==> config.mk <==
export PLATFORM = sky130hd
export DESIGN_NAME = bus_master
export DESIGN_NICKNAME = d
export VERILOG_FILES = /design/src/rtl/ijvm_bus_pkg.sv /design/src/rtl/bus_unary_alu.sv /design/src/rtl/bus_master.sv
export SDC_FILE = /design/constraint.sdc
export NUM_CORES = 1
export LEC_CHECK = 0
export BUFFER_PORTS_ARGS = -buffer_cell sky130_fd_sc_hd__buf_2
export CELL_PAD_IN_SITES_DETAIL_PLACEMENT = 0
export CELL_PAD_IN_SITES_GLOBAL_PLACEMENT = 1
export CORE_MARGIN = 2
export CORE_UTILIZATION = 42
export CTS_BUF_LIST = sky130_fd_sc_hd__clkbuf_4 sky130_fd_sc_hd__clkbuf_8
export CTS_CLUSTER_DIAMETER = 150
export DETAILED_ROUTE_END_ITERATION = 7
export PLACE_DENSITY = 0.82
export SYNTH_ARGS = -nofsm -noshare
export SYNTH_HDL_FRONTEND = slang
export SYNTH_SLANG_ARGS = --single-unit
==> constraint.sdc <==
create_clock -name clk -period 2.6 [get_ports clk]
set_input_delay 0.26 -clock clk [delete_from_list [all_inputs] [get_ports clk]]
set_output_delay 0.26 -clock clk [all_outputs]
set_load 0.01 [all_outputs]
==> src/rtl/ijvm_bus_pkg.sv <==
// Shared encodings and default sizes for the IJVM datapath bus initiator.
// Imported by bus_master and bus_unary_alu.
package ijvm_bus_pkg;

  localparam int DEF_WORD_WIDTH = 8;
  localparam int DEF_NUM_B_SRC  = 9;
  localparam int DEF_NUM_C_DST  = 9;

  localparam logic [1:0] OP_PASS = 2'd0;
  localparam logic [1:0] OP_INC  = 2'd1;
  localparam logic [1:0] OP_DEC  = 2'd2;
  localparam logic [1:0] OP_NOT  = 2'd3;

  localparam logic [1:0] ST_IDLE  = 2'd0;
  localparam logic [1:0] ST_READ  = 2'd1;
  localparam logic [1:0] ST_WRITE = 2'd2;

endpackage

==> src/rtl/bus_unary_alu.sv <==
// Combinational unary operation applied to the B-bus operand.
// Arithmetic wraps modulo 2^WORD_WIDTH and produces no flags.
module bus_unary_alu
  import ijvm_bus_pkg::*;
#(
  parameter int WORD_WIDTH = DEF_WORD_WIDTH
) (
  input  logic [1:0]            i_op,
  input  logic [WORD_WIDTH-1:0] i_operand,
  output logic [WORD_WIDTH-1:0] o_result
);

  always_comb begin
    o_result = i_operand;
    case (i_op)
      OP_PASS: o_result = i_operand;
      OP_INC:  o_result = i_operand + WORD_WIDTH'(1);
      OP_DEC:  o_result = i_operand - WORD_WIDTH'(1);
      OP_NOT:  o_result = ~i_operand;
      default: o_result = i_operand;
    endcase
  end

endmodule

==> src/rtl/bus_master.sv <==
// Register-file bus initiator: reads one source over the B bus, applies a
// unary op, and writes the result over the C bus to a destination mask.
module bus_master
  import ijvm_bus_pkg::*;
#(
  parameter int WORD_WIDTH  = DEF_WORD_WIDTH,
  parameter int NUM_B_SRC   = DEF_NUM_B_SRC,
  parameter int NUM_C_DST   = DEF_NUM_C_DST,
  parameter int B_SEL_WIDTH = 4
) (
  input  logic                   clk,
  input  logic                   reset,
  input  logic                   start,
  input  logic [B_SEL_WIDTH-1:0] b_sel,
  input  logic [NUM_C_DST-1:0]   c_mask,
  input  logic [1:0]             op,
  input  logic [WORD_WIDTH-1:0]  b_bus,
  output logic [NUM_B_SRC-1:0]   b_read_enable,
  output logic [WORD_WIDTH-1:0]  c_bus,
  output logic [NUM_C_DST-1:0]   c_write_enable,
  output logic                   busy,
  output logic                   done,
  output logic                   err
);

  logic [1:0]            r_state;
  logic [1:0]            r_op;
  logic [NUM_C_DST-1:0]  r_cMask;
  logic [NUM_C_DST-1:0]  r_cWe;
  logic [NUM_B_SRC-1:0]  r_bRe;
  logic [WORD_WIDTH-1:0] r_cBus;
  logic                  r_done;
  logic                  r_err;
  logic                  w_selValid;
  logic [WORD_WIDTH-1:0] w_aluResult;

  assign w_selValid = (32'(b_sel) < 32'(NUM_B_SRC));

  // The ALU works on the live B bus so the result is ready on the READ edge.
  bus_unary_alu #(
    .WORD_WIDTH(WORD_WIDTH)
  ) u_alu (
    .i_op      (r_op),
    .i_operand (b_bus),
    .o_result  (w_aluResult)
  );

  always_ff @(posedge clk or posedge reset) begin
    if (reset) begin
      r_state <= ST_IDLE;
      r_op    <= OP_PASS;
      r_cMask <= '0;
      r_cWe   <= '0;
      r_bRe   <= '0;
      r_cBus  <= '0;
      r_done  <= 1'b0;
      r_err   <= 1'b0;
    end else begin
      r_done <= 1'b0;
      r_err  <= 1'b0;
      case (r_state)
        ST_IDLE: begin
          if (start) begin
            r_op    <= op;
            r_cMask <= c_mask;
            if (w_selValid) begin
              r_bRe   <= NUM_B_SRC'(1'b1) << b_sel;
              r_state <= ST_READ;
            end else begin
              r_err  <= 1'b1;
              r_done <= 1'b1;
            end
          end
        end
        ST_READ: begin
          r_bRe   <= '0;
          r_cBus  <= w_aluResult;
          r_cWe   <= r_cMask;
          r_state <= ST_WRITE;
        end
        ST_WRITE: begin
          r_cWe   <= '0;
          r_done  <= 1'b1;
          r_state <= ST_IDLE;
        end
        default: begin
          r_bRe   <= '0;
          r_cWe   <= '0;
          r_state <= ST_IDLE;
        end
      endcase
    end
  end

  assign b_read_enable  = r_bRe;
  assign c_bus          = r_cBus;
  assign c_write_enable = r_cWe;
  assign busy           = (r_state != ST_IDLE);
  assign done           = r_done;
  assign err            = r_err;

endmodule

* After elaboration in Yosys (flattened, before gate mapping) *
Cells that the tools add are included.

cells by class
  add/sub/neg operators = 2
  $lt $le $gt $ge = 1
  eq/ne operators = 7
  shift operators = 1
  muxes and demuxes = 12
  bitwise gates (word level) = 2
  reduce and logical (&&, ||, !) cells = 6

operators by type and width
  operator                                                             count
  9-bit case mux with 2 select lines                                   2
  8-bit case mux with 4 select lines                                   1
  9-bit two-way mux                                                    2
  1-bit by 4-bit left shift with 9-bit output (first input constant)   1
  8-bit by 1-bit adder with 8-bit output (second input constant)       1
  8-bit inverter                                                       1
  8-bit by 1-bit subtractor with 8-bit output (second input constant)  1
  2-bit == test (second input constant)                                3
  2-bit by 1-bit == test with 1-bit output (second input constant)     2
  2-bit logical NOT                                                    2
  4-bit less-than comparator (second input constant)                   1
  2-bit two-way mux                                                    2
  2-bit != test (second input constant)                                2
  2-bit case mux with 2 select lines                                   1
  2-bit AND reduction                                                  2
  1-bit two-way mux                                                    3
  3-bit AND reduction                                                  1
  1-bit case mux with 2 select lines                                   1
  2-bit nonzero test                                                   1
  1-bit inverter                                                       1

word-level totals
  register bits after elaboration = 41
  input bits = 26
  word-level logic and storage cells = 39

* Logic depth before layout (Yosys ltp) *
Gate-level depths: netlist of the first run.

  depth in word-level cells = 4
  mapped depth = 11

* Cells and area by module *
Synthesis of the first run repeated with hierarchy kept, for this count alone.

second synthesis, totals
  cells, all modules = 232
  area total of the unflattened synthesis = 2,463.6 um^2

by module, submodules not included
  module         times used  cells each  area an instance (um^2)  sequential area each (um^2)
  bus_master     1           122         1,760.4                  1,026.0
  bus_unary_alu  1           110         703.2                    0.0

* Least setup slack after synthesis of the first run *
Ideal clock, no wire load.

  kind = flip-flop to flip-flop
  start = reg r_op[0]
  end = reg r_cBus[6], in the netlist c_bus[6]
  library setup time = 0.082 ns
  arrival time = 2.247 ns
  path slack = 0.271 ns
  stages on the path, launching flop included = 12
  buffers on the path = 2
  cells stage by stage = dfrtp_1 -> inv_1 -> ha_1 -> buf_6 -> buf_6 -> xor2_1 -> ha_1 -> or3b_1 -> a21bo_1 -> a211oi_2 -> o31ai_1 -> a31oi_1

on the way
  longest elaborated chain between the ends = 2
  elaborated cells on any way between the ends = 5

ends and longest elaborated chain
  element                                      line                 text
  start, declared                              bus_master.sv:27     logic [1:0] r_op;
  start signal, assigned                       bus_master.sv:64     r_op <= op;
  2-bit == test, or another cell as far along  bus_unary_alu.sv:15  case (i_op)
  8-bit case mux with 4 select lines *         bus_unary_alu.sv:15
  end signal, assigned                         bus_master.sv:77     r_cBus <= w_aluResult;
  end, declared                                bus_master.sv:31     logic [WORD_WIDTH-1:0] r_cBus;

Every way passes the cells marked *; elsewhere a longest branch is shown, timed or not.
A chain may end at the register's enable or synchronous reset.

* Final worst setup path of the first run *
  start = reg r_op[0]
  end = reg r_cBus[4], in the netlist c_bus[4]

The elaborated chain is that of the path after synthesis.

==> qor.yml, run 1 <==
outcome: "finished clean"
vias: 1998
ys_ff_latch: 41
num_rows: 27
drive_above_1_share_pct: 29.7
h-tree-depth: 2
ff_latch_area_sq_um: 1030
ys_seq_area_share_pct: 42.6
holdWs_ns: 0.0730
cp-start-kind: "flip-flop"
wl_per_cell_um: 14.5
fillers: 529
cts_resized: 0
cts_buffers: 5
antenna_found_initial: 0
core_sq_um: 5510
p_leak_uw: 0.00132
post_cts_buffers: 0
endpoint_kind: "flip-flop"
grt-ovfl-total: 0
layout.cells.most_common_list: "54 x buf_2, 41 x dfrtp_1, 28 x nand2_1"
grt_pass1_wl_um: 9230
worst_slew_pin_slew_ns: 0.660
placed_cell_area_sq_um: 2690
placed_cells: 364
p_per_area_nw_per_um2: 708
synth_nets: 280
critPathKind: "reg2reg"
finalHoldViolations: 0
ir_drop_uv: 367
start_util_pct: 43.7
dieArea_sq_um: 6360
ctsLongestPathBuffers: 2
total_power_uw: 1980
drc_errors: 0
dr.first_iter.drc_count: 100
yosysTopAreaCell: "dfrtp_1"
synth_flop_cell: "dfrtp_1"
cp_max_fo: 7
cts_root_buf: "clkbuf_8"
nets: 330
maxCapViolations: 0
multi_input_area_sq_um: 1200
avgSynthCellArea_sq_um: 9.67
drv_slew: 0
dp.final_hpwl_um: 3910
grt_max_degree: 42
rsz0062_at_grt: "no"
area_growth_pct: 16.1
hold_buffers: 0
clk_pin_slew_ns: 0.08
synth_area_leaders: "dfrtp_1 43%, nand2_1 4.4%, mux2_2 4.2%"
synth_top_cell_area_share_pct: 42.6
stdcell_count: 372
max_slew_margin_pct: 55.9
clock_sinks: 41
ant_nets: 0
diodes: 0
grt_pass1_vias: 1953
clock_skew_ns: 0.00638
final_area_sq_um: 2800
min_period_over_period_pct: 89.0
fin_crit_ns: 2.31
via_per_inst: 5.37
gp_congestion: 0.844
grt_usage_pct: 18.5
tns_ns: 0
hp-class: "in2async"
synth_area_sq_um: 2410
ys.warnings.count: 0
synthCells: 249
clock_latency_ns: 0.29
ys_async_sr_fraction_pct: 100
first_pass_iters: 4
required_ns: 2.81
synth_edf_count: 0
drt-total-wl_um: 5400
final_common_cell: "buf_2"
die_w_um: 79.7
synth.distinct_cells: 62
max_freq_mhz: 432
io_buffers: 54
cp.arrival_ns: 2.53
setup_viol: 0
cts_tree: "yes"
die_h_um: 79.7
io_pins: 55
==> worst paths after layout <==
path	from	end	slack (ns)	depth (start not counted)
min	reset	c_bus[6]	0.07	3
max in group asynchronous	reset	done	2.15	3
min reg2reg	c_bus[1]	c_bus[1]	0.48	2
max reg2reg	r_op[0]	c_bus[4]	0.29	9
min in group clk	op[1]	r_op[1]	0.16	3
max	r_op[0]	c_bus[4]	0.29	9
==> cell type report <==
type,count,share of cell area (%)
clock buffers,7,3.45
clock inverters,1,0.313
inverters,15,2.19
multi-input cells,176,42.8
flip-flops and latches,41,36.7
well taps,72,3.22
repair buffers,60,11.3
==> cells by family after synthesis <==
group | synth area share [%]
xor gates and xnor gates | 1.45
and+or+nand+nor | 17.0
muxes | 9.92
DFF | 42.6
AOI/OAI and AO/OA | 18.8
adders and majority gates | 2.60
buffers and inverters | 7.69
==> report_power, final <==
part	internal, uW	total, uW	switching (uW)
Combinational	285	670	385
Clock	245	470	225
Sequential	766	839	72.8
==> sequential cells by signal (all words and copies together) (netlist names) <==
name / count
c_write_enable: 9
r_state: 2
r_op: 2
r_cMask: 9
c_bus: 8
done: 1
b_read_enable: 9
err: 1
==> Yosys cell counts (2+ instances only) <==
cell	number
nor3_1	3
inv_1	13
o41ai_1	3
nor4_1	3
nand3b_1	3
ha_1	5
mux2i_1	10
clkbuf_1	3
nand2b_1	5
a31oi_1	6
nand2_1	28
buf_6	5
o31ai_1	5
o21ai_0	13
or3b_1	3
nor2_1	19
o32ai_2	2
xor2_1	3
o21ai_1	3
mux2_2	9
buf_2	7
dfrtp_1	41
nand3_1	3
mux2_1	2
a21oi_1	10
a22oi_1	3
or3_1	4
==> layer usage <==
layer / wire length, um / part of all wire (%) / up-vias / GRT usage [%]
li1: - / - / 990 / -
met1: 2670 / 49 / 961 / 26.1
met2: 2430 / 45 / 41 / 28.6
met3: 248 / 4.6 / 6 / 4.19
met4: 58 / 1.1 / 0 / 4.83
met5: 0 / 0 / - / 0
==> worst max-delay path, cell delays in order, from the launching register on <==
cell and delay (ns):
dfrtp_1 0.39, inv_1 0.13, ha_1 0.21, xor2_1 0.15
ha_1 0.31, nor2b_1 0.21, o32ai_2 0.10, a22oi_1 0.23
mux2_1 0.35, a31oi_1 0.16
==> stage by stage <==
step,utilization (%),worst slack (ns)
6_report,50.8,0.286
5_1_grt,50.8,0.0798
4_1_cts,50.8,0.298
3_5_place_dp,48.9,0.322
3_3_place_gp,48.9,0.425
2_1_floorplan,-,0.271
Power figures use the tool's default switching activity.
==> inputs of run 2 (changes only) <==
- ABC_AREA: unset -> 1
- CORE_UTILIZATION: 42 -> 39
==> run 2 against run 1 <==
Net effect: maximum frequency grew 14%; wire length is 7.9% lower; worst setup slack better by 0.28 ns; clock power fell by 8.7%; first-iteration DRC count rose by 18%; sequential share of layout area rose by 2.6 points; area after synthesis shrank 9.4%; combinational power is 12% lower; highest routed layer unchanged.
==> qor.yml, run 2 <==
finalHoldViolations: 0  # unchanged
dr.first_iter.drc_count: 118  # +18%
path_buf_inv: 2  # +1
clockPowerShare_pct: 23.2  # -0.5 points
grt_max_degree: 42  # unchanged
synth_flop_cell: "dfrtp_1"
cp_max_fo: 14  # +7
tns_ns: 0  # unchanged
maxCapViolations: 0  # unchanged
clock_sinks: 41  # unchanged
cp.depth: 6  # -3
cts_tree: "yes"
synth_nets: 311  # +11%
cp.arrival_ns: 2.26  # -0.27 ns
endpoint_kind: "flip-flop"
min_period_over_period_pct: 78.2  # -11 points
ctsLongestPathBuffers: 2  # unchanged
area_growth_pct: 19.4
die_h_um: 78.8  # -1.1%
p_per_area_nw_per_um2: 709  # +0.18%
ir_drop_uv: 352  # -4.1%
dp.final_hpwl_um: 3770  # -3.4%
fin_crit_ns: 2.03  # -0.280 ns
h-tree-depth: 2  # unchanged
core_sq_um: 5470  # -0.61%
synthCells: 280  # +12%
drt-total-wl_um: 4980  # -7.9%
post-place-ws_ns: 0.585  # +0.263 ns
outcome: "finished clean"
rr_worst_depth: 6  # -3
dieArea_sq_um: 6210  # -2.3%
worst_slew_pin_slew_ns: 0.865  # +0.205 ns
setup.reg_to_reg.worst_slack_ns: 0.57  # +0.28 ns
cts_resized: 0  # unchanged
grt_pass1_vias: 1867  # -4.4%
rsz0062_at_grt: "no"
nets: 366  # +11%
num_rows: 27  # unchanged
cp_slowest_cell: "nor2_1"
ys_ff_latch: 41  # unchanged
gp_congestion: 0.835  # -1.1%
holdWs_ns: 0.0749  # +0.00192 ns
ant_nets: 0  # unchanged
first_pass_iters: 4  # unchanged
worst_slack_ns: 0.566  # +0.280 ns
max_slew_margin_pct: 42.1  # -14 points
grt_pass1_wl_um: 8490  # -8.0%
ys_seq_area_share_pct: 47.0  # +4.4 points
synth_area_sq_um: 2180  # -9.4%
start_util_pct: 39.9  # -3.8 points
path_common_cell: "inv_1"
cts_root_buf: "clkbuf_8"
synth.distinct_cells: 28  # -55%
grt_usage_pct: 17.1  # -1.4 points
wl_per_cell_um: 12.2  # -16%
critPathTopFamily: "simple AND/OR/NAND/NOR gates"
p_sw_share_pct: 34.6  # +0.15 points
drc_errors: 0  # unchanged
synth_most_common_cell: "nand2_1"
combPwrFrac_pct: 32.0  # -1.9 points
hold_buffers: 0  # unchanged
drv_slew: 0  # unchanged
grt-ovfl-total: 0  # unchanged
antenna_found_initial: 0  # unchanged
layout.cells.most_common_list: "100 x nand2_1, 54 x buf_2, 41 x dfrtp_1"
final_common_cell: "nand2_1"
setup_viol: 0  # unchanged
pwr-share-seq_pct: 44.9  # +2.5 points
via_per_inst: 4.73  # -12%
cp-endpoint: "c_bus[2]"
die_w_um: 78.8  # -1.1%
clk_pin_slew_ns: 0.08  # about the same
io_pins: 55  # unchanged
intPower_uw: 1210  # -6.8%
reg2reg_to: "c_bus[2]"
fillers: 591  # +12%
r2r_start: "r_state[0]"
multi_input_area_sq_um: 972  # -19%
max_freq_mhz: 492  # +14%
clock_latency_ns: 0.28  # about the same
critPathKind: "reg2reg"
vias: 1929  # -3.5%
synth_commonest_cells: "100 x nand2_1, 41 x dfrtp_1, 33 x inv_1"
ys_async_sr_fraction_pct: 100  # unchanged
path_cells: "inv_1, nor2_1, inv_1, a21oi_1, o21ai_0, nand2_1"
io_buffers: 54  # unchanged
total_power_uw: 1850  # -6.5%
diodes: 0  # unchanged
p_switching_uw: 641  # -6.1%
ys.warnings.count: 0  # unchanged
cts_buffers: 5  # unchanged
slowest_delay_ns: 0.67  # +0.28 ns
post_cts_buffers: 0  # unchanged
crit_path_start: "r_state[0]"
synth_top_cell_area_share_pct: 47.0  # +4.4 points
drive_above_1_share_pct: 23.2  # -6.5 points
clock_skew_ns: 0.00512  # -0.00126 ns
p_leak_uw: 0.00147  # +11%
required_ns: 2.83  # +0.02 ns
synth_edf_count: 0  # unchanged
hp-class: "in2async"
ff_latch_area_sq_um: 1030  # unchanged
yosysTopAreaCell: "dfrtp_1"
cp-start-kind: "flip-flop"
avgSynthCellArea_sq_um: 7.80  # -19%
synth_area_leaders: "dfrtp_1 47%, nand2_1 17%, inv_1 5.7%"
run 2: worst register-to-register path, delay by kind of cell, from the launching register on:
family / cells / cell delay [ns]
and+or+nand+nor: 2 / 0.73
buffers and inverters: 2 / 0.54
DFF: 1 / 0.41
AOI/OAI and AO/OA: 2 / 0.30
run 2: layer usage:
| metal | track usage, % | vias up | share of wire [%] |
|---|---|---|---|
| li1 | - | 1001 | - |
| met1 | 22.5 | 878 | 46 |
| met2 | 27.9 | 44 | 48 |
| met3 | 3.86 | 6 | 4.6 |
| met4 | 5.86 | 0 | 1.4 |
| met5 | 0 | - | 0 |
run 2: worst min-delay path by stage:
| stage | startpoint | endpoint | slack (ns) | depth (start not counted) |
|---|---|---|---|---|
| after floorplan | c_mask[0] | r_cMask[0] | 0.38 | 2 |
| after global placement | reset | c_bus[6] | 0.42 | 3 |
| after detailed placement | reset | c_bus[6] | 0.41 | 3 |
| after CTS | reset | c_bus[6] | 0.1 | 3 |
| after global routing | reset | r_cMask[3] | 0.15 | 3 |
| final | reset | c_bus[6] | 0.07 | 3 |
run 2: kinds of logic (layout without fill, tap and decap cells):
group | count (synthesis) | in the layout | synth area share, %
AND/OR/NAND/NOR | 141 | 141 | 27.6
buffers and inverters | 45 | 101 | 8.48
adder cells (fa/ha/maj) | 5 | 5 | 2.87
XOR/XNOR | 1 | 1 | 0.401
AO/OA/AOI/OAI | 47 | 47 | 13.7
flip-flops | 41 | 41 | 47.0
run 2: layout make-up:
class | instances | area share, %
repair buffers | 57 | 11.2
well taps | 72 | 3.45
multi-input cells | 194 | 37.3
clock buffers | 8 | 3.50
inverters | 36 | 5.18
flip-flops and latches | 41 | 39.3
run 2: stage by stage:
| stage | cell area, sq um | cells | util [%] |
|---|---|---|---|
| 3_5_place_dp | 2520 | 400 | 46.0 |
| 4_1_cts | 2610 | 408 | 47.6 |
| 2_1_floorplan | 2180 | 280 | - |
| 5_1_grt | 2610 | 408 | 47.6 |
| 6_report | 2610 | 408 | 47.6 |
| 3_3_place_gp | 2520 | 400 | 46.0 |
run 2: power by group through the flow:
| stage | clock (uW) | combinational, uW | sequential [uW] |
|---|---|---|---|
| finish | 429 | 591 | 830 |
| global route | 475 | 679 | 844 |
| CTS | 443 | 602 | 829 |
| detailed placement | 0 | 603 | 838 |
| global placement | 0 | 592 | 840 |
| floorplan | 0 | 358 | 870 |
